### src/rtl/led_pkg.sv
// Shared types for the switch-parity LED blinker: the LED controller state
// encoding and the mapping from state to LED drive level.
package led_pkg;

  typedef enum logic [1:0] {
    OFF       = 2'd0,
    STEADY    = 2'd1,
    BLINK_ON  = 2'd2,
    BLINK_OFF = 2'd3
  } led_state_e;

  function automatic logic led_level(input led_state_e state);
    return (state == STEADY) || (state == BLINK_ON);
  endfunction

endpackage

### src/rtl/sw_debounce.sv
// One switch channel: two-flop synchronizer followed by a saturating
// stable-count debouncer that only accepts a level held DEB_CYCLES cycles.
module sw_debounce #(
  parameter int DEB_CYCLES = 120000
) (
  input  logic clk,
  input  logic rst_n,
  input  logic sw,
  output logic stable
);

  localparam int CNT_W = $clog2(DEB_CYCLES + 1);
  localparam logic [CNT_W-1:0] CNT_LAST = CNT_W'(DEB_CYCLES - 1);
  localparam logic [CNT_W-1:0] CNT_MAX  = CNT_W'(DEB_CYCLES);

  logic             sync_meta;
  logic             sync_out;
  logic [CNT_W-1:0] cnt;

  // NOTE: sequential state uses non-blocking assignments so every flop samples
  // the pre-edge value of its neighbours; blocking here would collapse the
  // synchronizer into a single stage.
  always_ff @(posedge clk) begin
    if (!rst_n) begin
      sync_meta <= 1'b0;
      sync_out  <= 1'b0;
      stable    <= 1'b0;
      cnt       <= '0;
    end else begin
      sync_meta <= sw;
      sync_out  <= sync_meta;
      if (sync_out == stable) begin
        cnt <= '0;
      end else if (cnt == CNT_LAST) begin
        // This is the DEB_CYCLES-th consecutive differing cycle.
        stable <= sync_out;
        cnt    <= '0;
      end else if (cnt != CNT_MAX) begin
        cnt <= cnt + 1'b1;
      end
    end
  end

endmodule

### src/rtl/switch_parity_blinker.sv
// Debounces N_SW switches, registers their XOR parity and drives an LED that
// is off, steady or blinking depending on parity and the mode input.
module switch_parity_blinker
  import led_pkg::*;
#(
  parameter int N_SW       = 2,
  parameter int DEB_CYCLES = 120000,
  parameter int BLINK_DIV  = 6000000
) (
  input  logic            clk,
  input  logic            rst_n,
  input  logic [N_SW-1:0] sw,
  input  logic            mode,
  output logic            led,
  output logic            parity
);

  localparam int BLINK_W = $clog2(BLINK_DIV);
  localparam logic [BLINK_W-1:0] BLINK_LAST = BLINK_W'(BLINK_DIV - 1);

  logic [N_SW-1:0]    stable_bits;
  led_state_e         state;
  led_state_e         state_next;
  logic [BLINK_W-1:0] blink_cnt;
  logic [BLINK_W-1:0] blink_cnt_next;

  for (genvar i = 0; i < N_SW; i++) begin : g_sw
    sw_debounce #(
      .DEB_CYCLES(DEB_CYCLES)
    ) u_debounce (
      .clk   (clk),
      .rst_n (rst_n),
      .sw    (sw[i]),
      .stable(stable_bits[i])
    );
  end

  // NOTE: every output of this block is given a default first, so no path
  // leaves a signal unassigned and no latch is inferred.
  always_comb begin
    state_next     = state;
    blink_cnt_next = '0;
    unique case (state)
      OFF: begin
        if (parity) begin
          state_next = mode ? BLINK_ON : STEADY;
        end
      end
      STEADY: begin
        if (!parity) begin
          state_next = OFF;
        end else if (mode) begin
          state_next = BLINK_ON;
        end
      end
      BLINK_ON, BLINK_OFF: begin
        if (!parity) begin
          state_next = OFF;
        end else if (!mode) begin
          state_next = STEADY;
        end else if (blink_cnt == BLINK_LAST) begin
          state_next = (state == BLINK_ON) ? BLINK_OFF : BLINK_ON;
        end else begin
          blink_cnt_next = blink_cnt + 1'b1;
        end
      end
      default: state_next = OFF;
    endcase
  end

  always_ff @(posedge clk) begin
    if (!rst_n) begin
      state     <= OFF;
      blink_cnt <= '0;
      parity    <= 1'b0;
      led       <= 1'b0;
    end else begin
      state     <= state_next;
      blink_cnt <= blink_cnt_next;
      parity    <= ^stable_bits;
      led       <= led_level(state);
    end
  end

endmodule

### config.mk
export PLATFORM = sky130hd
export DESIGN_NAME = switch_parity_blinker
export DESIGN_NICKNAME = d
export VERILOG_FILES = /design/src/rtl/led_pkg.sv /design/src/rtl/sw_debounce.sv /design/src/rtl/switch_parity_blinker.sv
export SDC_FILE = /design/constraint.sdc
export NUM_CORES = 1
export LEC_CHECK = 0
export ABC_CLOCK_PERIOD_IN_PS = 1600
export CAP_MARGIN = 0
export CORE_UTILIZATION = 55
export DETAILED_ROUTE_END_ITERATION = 6
export GPL_TIMING_DRIVEN = 0
export PLACE_DENSITY = 0.75
export SYNTH_ARGS = -nofsm -noshare
export SYNTH_HDL_FRONTEND = slang
export SYNTH_SLANG_ARGS = --single-unit
export TNS_END_PERCENT = 50
### constraint.sdc
create_clock -name clk -period 1.6 [get_ports clk]
set_input_delay 0.24 -clock clk [delete_from_list [all_inputs] [get_ports clk]]
set_output_delay 0.24 -clock clk [all_outputs]
set_load 0.02 [all_outputs]
==> impl_metrics.env, run 1 <==
export IMPL_outcome="finished, violations left"
export IMPL_violations="setup timing"
export IMPL_finClkSkew_ps=8.84
export IMPL_synthToLayoutAreaGrowth_pct=24.0
export IMPL_floorplan_die_height_um=76.2
export IMPL_ys_ff_latch=67
export IMPL_internal_power_component_mw=2.46
export IMPL_post_drt_wl_per_cell_um=13.1
export IMPL_design_die_area_sq_um=5810
export IMPL_grt_pass1_vias=2246
export IMPL_timing_rr_start="g_sw[0].u_debounce.cnt[11]"
export IMPL_count_of_synthesis_stage_warnings_from_yosys=0
export IMPL_fp_row_count=26
export IMPL_post_synth_num_cell_types=38
export IMPL_clk_latency_ps=340
export IMPL_io_buffer_count=6
export IMPL_finalHoldViolations=0
export IMPL_async_reset_ff_share_pct=0
export IMPL_synth_area_leader_cell="sky130_fd_sc_hd__dfxtp_1"
export IMPL_power_density_nw_per_um2=863
export IMPL_max_vdd_ir_drop_uv=570
export IMPL_die_width_um=76.2
export IMPL_r2r_end="g_sw[0].u_debounce.cnt[14]"
export IMPL_fmax_ghz=0.555
export IMPL_post_synth_inst_count=341
export IMPL_firstDrtPassIters=4
export IMPL_synthesis_area_per_instance_sq_um=8.88
export IMPL_clk_path_buf_depth=2
export IMPL_worst_setup_hold_path_clk_slew_ps=70
export IMPL_postPlaceCellArea_sq_um=3180
export IMPL_cp_required_ps=1830
export IMPL_synth_top_cell_area_share_pct=44.3
export IMPL_timing_final_max_slew_violations=0
export IMPL_grt_ovfl_total=0
export IMPL_nets_in_the_synthesized_netlist=356
export IMPL_critPathCaptureType="flop"
export IMPL_post_route_cells_drive_above_1_share_pct=23.7
export IMPL_via_per_inst=5.22
export IMPL_hold_wc_startpoint="g_sw[0].u_debounce.sync_meta"
export IMPL_wl_um=5860
export IMPL_grt_util_all_layers_pct=20.8
export IMPL_clock_sink_count=67
export IMPL_report_final_setup_viol=44
export IMPL_synth_enable_flop_cells=0
export IMPL_final_area_sq_um=3760
export IMPL_setup_slack_ps=-201
export IMPL_tritoncts="done"
export IMPL_clock_share_of_power_pct=38.9
export IMPL_seq_power_share_pct=53.1
export IMPL_worst_endpoint_arrival_ps=2030
export IMPL_dp_hpwl_um=3620
export IMPL_p_leak_nw=1.31
export IMPL_grt_antenna_before_repair=0
export IMPL_detailroute_via_count=2326
export IMPL_holdPathEnd="g_sw[0].u_debounce.sync_out"
export IMPL_post_synth_instance_area_sq_um=3030
export IMPL_ys_seq_area_share_pct=44.3
export IMPL_cts_root_buf="sky130_fd_sc_hd__clkbuf_8"
export IMPL_cap_viol_max_count=0
export IMPL_setup_worst_path_start_class="flop"
export IMPL_drc_marker_count_from_the_first_detailed_route_iteration=83
export IMPL_largest_net_degree_at_the_start_of_global_routing=12
export IMPL_boundaryPins=7
export IMPL_cts_htree_levels=3
export IMPL_cts_buffers_inserted=9
export IMPL_grt_first_pass_wirelength_um=9520
export IMPL_worst_slew_margin_rel_pct=74.9
export IMPL_gp_congestion=0.791
export IMPL_ys_top_cells_by_area="sky130_fd_sc_hd__dfxtp_1 (44%), sky130_fd_sc_hd__xor2_1 (9.0%), sky130_fd_sc_hd__nor2_1 (8.6%)"
export IMPL_drtAntennaViolNets=0
export IMPL_final_net_count=386
export IMPL_worst_pin_slew_ps=373
export IMPL_min_period_ps=1800
export IMPL_most_common_library_cell_in_the_layout_ignoring_fill_and_taps="sky130_fd_sc_hd__nor2_1"
export IMPL_timing_final_crit_share_pct=113
export IMPL_final_cell_mix="sky130_fd_sc_hd__nor2_1 (58), sky130_fd_sc_hd__dfxtp_1 (51), sky130_fd_sc_hd__xor2_1 (31)"
export IMPL_worstHoldPathCells=1
export IMPL_ff2ff_path_depth=6
export IMPL_floorplan_initialDensity_pct=58.2
export IMPL_core_region_area_sq_um=5200
export IMPL_regToRegSetupSlack_ps=-200
export IMPL_synthFlopType="sky130_fd_sc_hd__dfxtp_1"
export IMPL_swShare_pct=24.2
export IMPL_worstPathMaxFanout=7
export IMPL_gate_power_share_pct=8.0
export IMPL_grt_setup_unrepaired="yes"
export IMPL_power_mw=3.24
export IMPL_p_sw_uw=786
export IMPL_antenna_cells_inserted=0
export IMPL_setup_worst_path_class="reg2reg"
export IMPL_drc=0
export IMPL_timing_hold_worst_class="reg2reg"
[power by group through the flow]
| stage | logic [mW] | clock network, mW | registers, mW |
|---|---|---|---|
| final | 0.260 | 1.26 | 1.72 |
| after global routing | 0.294 | 1.38 | 1.73 |
| after CTS | 0.246 | 1.30 | 1.73 |
| after detailed placement | 0.237 | 0 | 1.76 |
| after global placement | 0.229 | 0 | 1.76 |
| after floorplan | 0.162 | 0 | 1.77 |
[layout make-up]
cell class,count,area [sq um]
clock buffers,12,155
multi-input cells,256,1830
repair buffers,19,185
inverters,13,48.8
well taps,70,87.6
fillers,378,1450
flip-flops and latches,67,1370
plain buffers,5,60.1
clock inverters,4,25.0
[worst max path at each step]
stage,to,from
floorplan,blink_cnt[7],blink_cnt[13]
global placement,state[0],mode
detailed placement,g_sw[1].u_debounce.cnt[8],g_sw[1].u_debounce.cnt[1]
CTS,blink_cnt[6],blink_cnt[13]
global route,g_sw[0].u_debounce.cnt[14],g_sw[0].u_debounce.cnt[11]
finish,g_sw[0].u_debounce.cnt[14],g_sw[0].u_debounce.cnt[11]
[state kept, by name, summed over array words and instances, names as in the netlist]
signal / count
led: 1
state: 2
g_sw.u_debounce.sync_out: 2
g_sw.u_debounce.sync_meta: 2
g_sw.u_debounce.stable: 2
blink_cnt: 23
parity: 1
g_sw.u_debounce.cnt: 34
[cell usage after synthesis (2+ instances only)]
master	instances
sky130_fd_sc_hd__nand4_1	9
sky130_fd_sc_hd__xor2_1	31
sky130_fd_sc_hd__nand4b_1	2
sky130_fd_sc_hd__nor4_1	7
sky130_fd_sc_hd__mux2i_1	5
sky130_fd_sc_hd__o221a_2	2
sky130_fd_sc_hd__nor2b_1	2
sky130_fd_sc_hd__or3b_2	2
sky130_fd_sc_hd__nand2b_1	4
sky130_fd_sc_hd__xnor2_1	21
sky130_fd_sc_hd__a21oi_1	4
sky130_fd_sc_hd__inv_1	13
sky130_fd_sc_hd__nand3_1	25
sky130_fd_sc_hd__dfxtp_1	67
sky130_fd_sc_hd__and4_1	3
sky130_fd_sc_hd__nor2_1	69
sky130_fd_sc_hd__buf_6	3
sky130_fd_sc_hd__nor3_1	7
sky130_fd_sc_hd__and2_1	10
sky130_fd_sc_hd__nand2_1	20
sky130_fd_sc_hd__ha_1	10
sky130_fd_sc_hd__o21ai_0	3
sky130_fd_sc_hd__and3_1	7
[worst max-delay path, cell delays in order, from the launching register on]
cell                        delay [ps]
sky130_fd_sc_hd__dfxtp_2           340
sky130_fd_sc_hd__and4bb_2          310
sky130_fd_sc_hd__nand4_1           130
sky130_fd_sc_hd__or4_4             540
sky130_fd_sc_hd__nand3_4           150
sky130_fd_sc_hd__clkbuf_16         170
sky130_fd_sc_hd__nor2_1             30
[logic make-up (layout without fill, tap and decap cells)]
| kind of cell | Yosys count | in the layout | share of synthesized area (%) |
|---|---|---|---|
| AOI/OAI and AO/OA | 13 | 13 | 2.89 |
| DFF | 67 | 67 | 44.3 |
| adders and majority gates | 10 | 10 | 4.13 |
| buffers and inverters | 18 | 53 | 3.02 |
| and+or+nand+nor | 176 | 176 | 29.0 |
| muxes | 5 | 5 | 1.65 |
| xor gates and xnor gates | 52 | 52 | 15.0 |
[stage by stage]
step           hold slack [ps]  setup slack [ps]  utilization [%]  instances  setup TNS, ps
6_report                   448              -201             72.2        446          -4970
5_1_grt                    479              -246             72.2        446          -7930
4_1_cts                    454              -226             67.2        438          -6790
3_5_place_dp               441              -363             61.2        417         -14500
3_3_place_gp               420              -337             61.2        417         -13050
2_1_floorplan              367             -45.9                -        341          -1180
[per-layer routing]
| layer | share of wire (%) | track usage (%) | vias up |
|---|---|---|---|
| met4 | 0.97 | 9.62 | 0 |
| met2 | 51 | 34.3 | 27 |
| met1 | 45 | 23.5 | 1087 |
| li1 | - | - | 1206 |
| met5 | 0 | 0 | - |
| met3 | 2.6 | 8.26 | 6 |
[what timing repair did]
item | 4_1_cts | 5_1_grt
hold buffers | 0 | 0
gates cloned | 0 | 2
pin swaps | 20 | 10
gates resized for setup | 27 | 45
endpoints found under the setup margin | 61 | 60
setup buffers | 5 | 6
(Power assumes the default switching activity.)
==> inputs of run 2 (changes only) <==
Settings changed: CAP_MARGIN 0 to 25, GPL_TIMING_DRIVEN 0 to not set, TNS_END_PERCENT 50 to not set.
==> impl_metrics.env, run 2 (synthesis results as in run 1) <==
export IMPL_outcome="finished, violations left"
export IMPL_violations="setup timing"
export IMPL_registers_with_the_highest_flip_flop_counts="g_sw.u_debounce.cnt x34, blink_cnt x23"
export IMPL_grt_setup_unrepaired="yes"
export IMPL_p_sw_uw=822
export IMPL_drtAntennaViolNets=0
export IMPL_floorplan_initialDensity_pct=58.2
export IMPL_largest_register_by_flop_count="g_sw.u_debounce.cnt"
export IMPL_holdPathEnd="g_sw[1].u_debounce.sync_out"
export IMPL_crit_path_max_incr_delay_ps=540
export IMPL_drc=0
export IMPL_grt_first_pass_wirelength_um=10500
export IMPL_cp_required_ps=1880
export IMPL_worst_slew_margin_rel_pct=57.4
export IMPL_setup_worst_path_start_class="flop"
export IMPL_floorplan_die_height_um=76.2
export IMPL_clock_share_of_power_pct=38.1
export IMPL_final_hold_worst_slack_ps=437
export IMPL_crit_chain="or4b_4 -> nor4_4 -> a31oi_4 -> nor2_1 -> o221a_2"
export IMPL_most_common_library_cell_in_the_layout_ignoring_fill_and_taps="sky130_fd_sc_hd__dfxtp_1"
export IMPL_cts_buffers_inserted=9
export IMPL_grt_pass1_vias=2539
export IMPL_largest_register_ff_count=34
export IMPL_setup_worst_path_class="reg2reg"
export IMPL_dp_hpwl_um=4210
export IMPL_power_density_nw_per_um2=826
export IMPL_core_region_area_sq_um=5200
export IMPL_gate_power_share_pct=8.9
export IMPL_worstHoldPathCells=1
export IMPL_r2r_end="state[0]"
export IMPL_p_leak_nw=1.44
export IMPL_report_final_setup_viol=43
export IMPL_wl_um=6570
export IMPL_kind_of_cell_adding_the_most_delay_to_the_critical_path="simple AND/OR/NAND/NOR gates"
export IMPL_design_die_area_sq_um=5810
export IMPL_setup_tns_ps=-6910
export IMPL_tritoncts="done"
export IMPL_placement_setup_worst_slack_ps=-165
export IMPL_clk_path_buf_depth=2
export IMPL_gp_congestion=0.801
export IMPL_fp_row_count=26
export IMPL_die_width_um=76.2
export IMPL_critical_path_startpoint="blink_cnt[7]"
export IMPL_antenna_cells_inserted=0
export IMPL_finalHoldViolations=0
export IMPL_cts_root_buf="sky130_fd_sc_hd__clkbuf_8"
export IMPL_post_drt_wl_per_cell_um=13.6
export IMPL_finClkSkew_ps=7.64
export IMPL_cts_htree_levels=3
export IMPL_seq_power_share_pct=53.0
export IMPL_firstDrtPassIters=4
export IMPL_via_per_inst=5.24
export IMPL_post_route_cells_drive_above_1_share_pct=26.0
export IMPL_timing_hold_worst_class="reg2reg"
export IMPL_final_cell_mix="sky130_fd_sc_hd__dfxtp_1 (61), sky130_fd_sc_hd__nor2_1 (60), sky130_fd_sc_hd__buf_4 (49)"
export IMPL_timing_final_crit_share_pct=121
export IMPL_buffering_stage_count_on_the_worst_path_with_inverters_included=0
export IMPL_max_vdd_ir_drop_uv=641
export IMPL_largest_net_degree_at_the_start_of_global_routing=18
export IMPL_io_buffer_count=6
export IMPL_stdcell_count=482
export IMPL_hold_wc_startpoint="g_sw[1].u_debounce.sync_meta"
export IMPL_finalCoreUtilization_pct=75.6
export IMPL_clk_latency_ps=340
export IMPL_swShare_pct=25.3
export IMPL_regToRegSetupSlack_ps=-340
export IMPL_min_period_ps=1940
export IMPL_grt_util_all_layers_pct=22.4
export IMPL_grt_antenna_before_repair=0
export IMPL_worst_pin_slew_ps=637
export IMPL_timing_final_max_slew_violations=0
export IMPL_boundaryPins=7
export IMPL_worst_path_max_delay_cell="sky130_fd_sc_hd__or4b_4"
export IMPL_synthToLayoutAreaGrowth_pct=29.9
export IMPL_cap_viol_max_count=0
export IMPL_hold_buffers=0
export IMPL_internal_power_component_mw=2.43
export IMPL_final_net_count=422
export IMPL_placedCellCount=461
export IMPL_fmax_ghz=0.516
export IMPL_critPathCaptureType="flop"
export IMPL_setup_slack_ps=-339
export IMPL_detailroute_via_count=2527
export IMPL_worst_endpoint_arrival_ps=2220
export IMPL_drc_marker_count_from_the_first_detailed_route_iteration=159
export IMPL_worst_setup_hold_path_clk_slew_ps=70
export IMPL_timing_rr_start="blink_cnt[7]"
export IMPL_worstPathMaxFanout=4
export IMPL_grt_ovfl_total=0
export IMPL_ff2ff_path_depth=5
export IMPL_clock_sink_count=67
## run 2: cell types whose count changed in the layout (fill, tap and decap cells not counted), sizes merged
cell and change:
clkinvlp -1, clkinv +1, nand3 +2, buf +35
clkbuf -1
## run 2: worst max-delay path by stage
stage,slack [ps],end,cells after the start
final,-340,state[0],5
after CTS,-170,blink_cnt[15],6
after detailed placement,-160,blink_cnt[18],6
after global routing,-370,state[0],5
after global placement,-110,blink_cnt[18],6
after floorplan,-50,blink_cnt[7],6
## run 2: layout make-up
class	count	area [sq um]
Timing Repair Buffer	58	492
Inverter	13	48.8
Sequential cell	67	1350
Fill cell	365	1270
Clock buffer	12	145
Clock inverter	4	26.3
Tap cell	70	87.6
Multi-Input combinational cell	258	1780
## run 2: per-layer routing
metal	GRT usage [%]	share of wire, %
met3	3.95	2.1
met4	10.8	2.2
met2	38.7	51
met1	26.9	44
met5	0	0
## run 2: stage by stage
stage	instance area, sq um	power [mW]
after floorplan	3040	1.93
after global placement	3540	2.01
after detailed placement	3540	2.03
after CTS	3770	3.24
after global routing	3940	3.37
final	3940	3.25
## run 2: power groups by stage
stage               logic, mW  clock network, mW  registers (mW)
global route            0.322               1.32            1.73
floorplan               0.164                  0            1.77
CTS                     0.271               1.24            1.72
finish                  0.289               1.24            1.72
global placement        0.250                  0            1.76
detailed placement      0.263                  0            1.76
## run 2: repair_timing
item | CTS | global route
setup buffers | 1 | 1
gates resized for setup | 6 | 34
pin swaps | 2 | 14
cloned | 2 | 1
hold endpoints to repair | 0 | 0
endpoints found under the setup margin | 62 | 61
==> inputs of run 3 (changes only) <==
Settings changed: CELL_PAD_IN_SITES_DETAIL_PLACEMENT set to 0, CELL_PAD_IN_SITES_GLOBAL_PLACEMENT set to 1, CORE_UTILIZATION 55 to 43, CTS_BUF_LIST set to sky130_fd_sc_hd__clkbuf_16, PLACE_DENSITY 0.75 to not set, PLACE_DENSITY_LB_ADDON set to 0.1.
==> impl_metrics.env, run 3 (synthesis results as in run 1) <==
export IMPL_floorplan_die_height_um=85.9
export IMPL_final_hold_worst_slack_ps=431
export IMPL_drtAntennaViolNets=0
export IMPL_timing_final_max_slew_violations=0
export IMPL_power_density_nw_per_um2=929
export IMPL_grt_setup_unrepaired="yes"
export IMPL_worst_setup_hold_path_clk_slew_ps=50
export IMPL_design_die_area_sq_um=7380
export IMPL_die_width_um=85.9
export IMPL_most_common_library_cell_in_the_layout_ignoring_fill_and_taps="sky130_fd_sc_hd__nor2_1"
export IMPL_clk_latency_ps=330
export IMPL_largest_net_degree_at_the_start_of_global_routing=23
export IMPL_finalCoreUtilization_pct=61.4
export IMPL_fp_row_count=30
export IMPL_worst_slew_margin_rel_pct=60.7
export IMPL_grt_first_pass_wirelength_um=9930
export IMPL_core_region_area_sq_um=6790
export IMPL_setup_slack_ps=-84.5
export IMPL_tritoncts="done"
export IMPL_p_leak_nw=1.55
export IMPL_boundaryPins=7
export IMPL_post_route_cells_drive_above_1_share_pct=28.6
export IMPL_fmax_ghz=0.594
export IMPL_firstDrtPassIters=4
export IMPL_drc=0
export IMPL_synthToLayoutAreaGrowth_pct=37.7
export IMPL_clk_path_buf_depth=2
export IMPL_floorplan_initialDensity_pct=44.6
export IMPL_setup_tns_ps=-2690
export IMPL_io_buffer_count=6
export IMPL_grt_pass1_vias=2253
export IMPL_finClkSkew_ps=5.73
export IMPL_registers_with_the_highest_flip_flop_counts="g_sw.u_debounce.cnt x34, blink_cnt x23"
export IMPL_cap_viol_max_count=0
export IMPL_max_vdd_ir_drop_uv=592
export IMPL_timing_hold_worst_class="reg2reg"
export IMPL_violations="setup timing"
export IMPL_critPathCaptureType="flop"
export IMPL_outcome="finished, violations left"
export IMPL_grt_util_all_layers_pct=17.3
export IMPL_clock_sink_count=67
export IMPL_wl_um=6130
export IMPL_cp_required_ps=1820
export IMPL_placement_setup_worst_slack_ps=-197
export IMPL_worst_endpoint_arrival_ps=1900
export IMPL_drc_marker_count_from_the_first_detailed_route_iteration=61
export IMPL_worstPathMaxFanout=22
export IMPL_dp_hpwl_um=4000
export IMPL_antenna_cells_inserted=0
export IMPL_gp_congestion=0.759
export IMPL_final_seq_area_sq_um=1350
export IMPL_cts_htree_levels=3
export IMPL_setup_worst_path_class="reg2reg"
export IMPL_timing_final_crit_share_pct=105
export IMPL_final_net_count=429
export IMPL_detailroute_via_count=2486
export IMPL_report_final_setup_viol=41
export IMPL_largest_register_ff_count=34
export IMPL_largest_register_by_flop_count="g_sw.u_debounce.cnt"
export IMPL_via_per_inst=4.83
export IMPL_num_fill_cells=604
export IMPL_setup_worst_path_start_class="flop"
export IMPL_cts_root_buf="sky130_fd_sc_hd__clkbuf_16"
export IMPL_grt_antenna_before_repair=0
export IMPL_cts_buffers_inserted=9
export IMPL_power_mw=3.87
export IMPL_finalHoldViolations=0
export IMPL_grt_ovfl_total=0
export IMPL_final_cell_mix="sky130_fd_sc_hd__nor2_1 (60), sky130_fd_sc_hd__dfxtp_1 (59), sky130_fd_sc_hd__buf_4 (56)"
export IMPL_multi_input_comb_area_sq_um=1820
export IMPL_post_drt_wl_per_cell_um=11.9
export IMPL_min_period_ps=1680
export IMPL_worst_pin_slew_ps=588
==> run 3: cell types whose count changed in the layout (fill, tap and decap cells not counted), sizes merged <==
cell and change:
buf +7, bufinv +1, clkbuf -3, clkinv +1, inv +1
==> run 3: final cells by class <==
class / instances / area share, %
inverters: 13 / 1.17
clock inverters: 7 / 1.44
repair buffers: 65 / 13.1
flip-flops and latches: 67 / 32.4
well taps: 96 / 2.88
multi-input cells: 258 / 43.7
clock buffers: 9 / 5.40
==> run 3: worst paths after layout <==
check	start	to	slack (ps)	cells past startpoint
setup reg to reg	blink_cnt[13]	blink_cnt[19]	-80	6
hold reg to reg	g_sw[0].u_debounce.sync_meta	g_sw[0].u_debounce.sync_out	430	1
setup / recovery	blink_cnt[13]	blink_cnt[19]	-80	6
hold / removal	g_sw[0].u_debounce.sync_meta	g_sw[0].u_debounce.sync_out	430	1
==> run 3: timing repair <==
action | CTS | global route
setup endpoints to repair | 61 | 61
setup buffers | 2 | 0
pin swaps | 10 | 6
gates resized for setup | 15 | 28
hold buffers | 0 | 0
endpoints found under the hold margin | 0 | 0
gates cloned | 2 | 1
==> run 3: worst max-delay path, cell delays in order, from the launching register on <==
cell and delay (ps):
sky130_fd_sc_hd__dfxtp_2 320, sky130_fd_sc_hd__or4b_4 550, sky130_fd_sc_hd__nor4_4 210, sky130_fd_sc_hd__a31oi_4 140, sky130_fd_sc_hd__nand2_2 120, sky130_fd_sc_hd__buf_12 170, sky130_fd_sc_hd__nor2_1 50
==> run 3: through the flow <==
step / cell area (sq um) / instances
floorplan: 3040 / 341
global placement: 3630 / 494
detailed placement: 3630 / 494
CTS: 4010 / 514
global route: 4170 / 515
finish: 4170 / 515
==> run 3: routing by layer <==
layer | vias up | wire [um] | GRT usage [%]
met5 | - | 0 | 0
met4 | 0 | 95 | 8.18
met3 | 10 | 140 | 3.75
met2 | 26 | 2930 | 28.1
met1 | 1150 | 2960 | 21.9
li1 | 1300 | - | -
==> run 3: power breakdown <==
part | switching (mW) | internal, mW
registers | 0.0241 | 1.70
clock network | 0.686 | 1.18
logic | 0.142 | 0.134
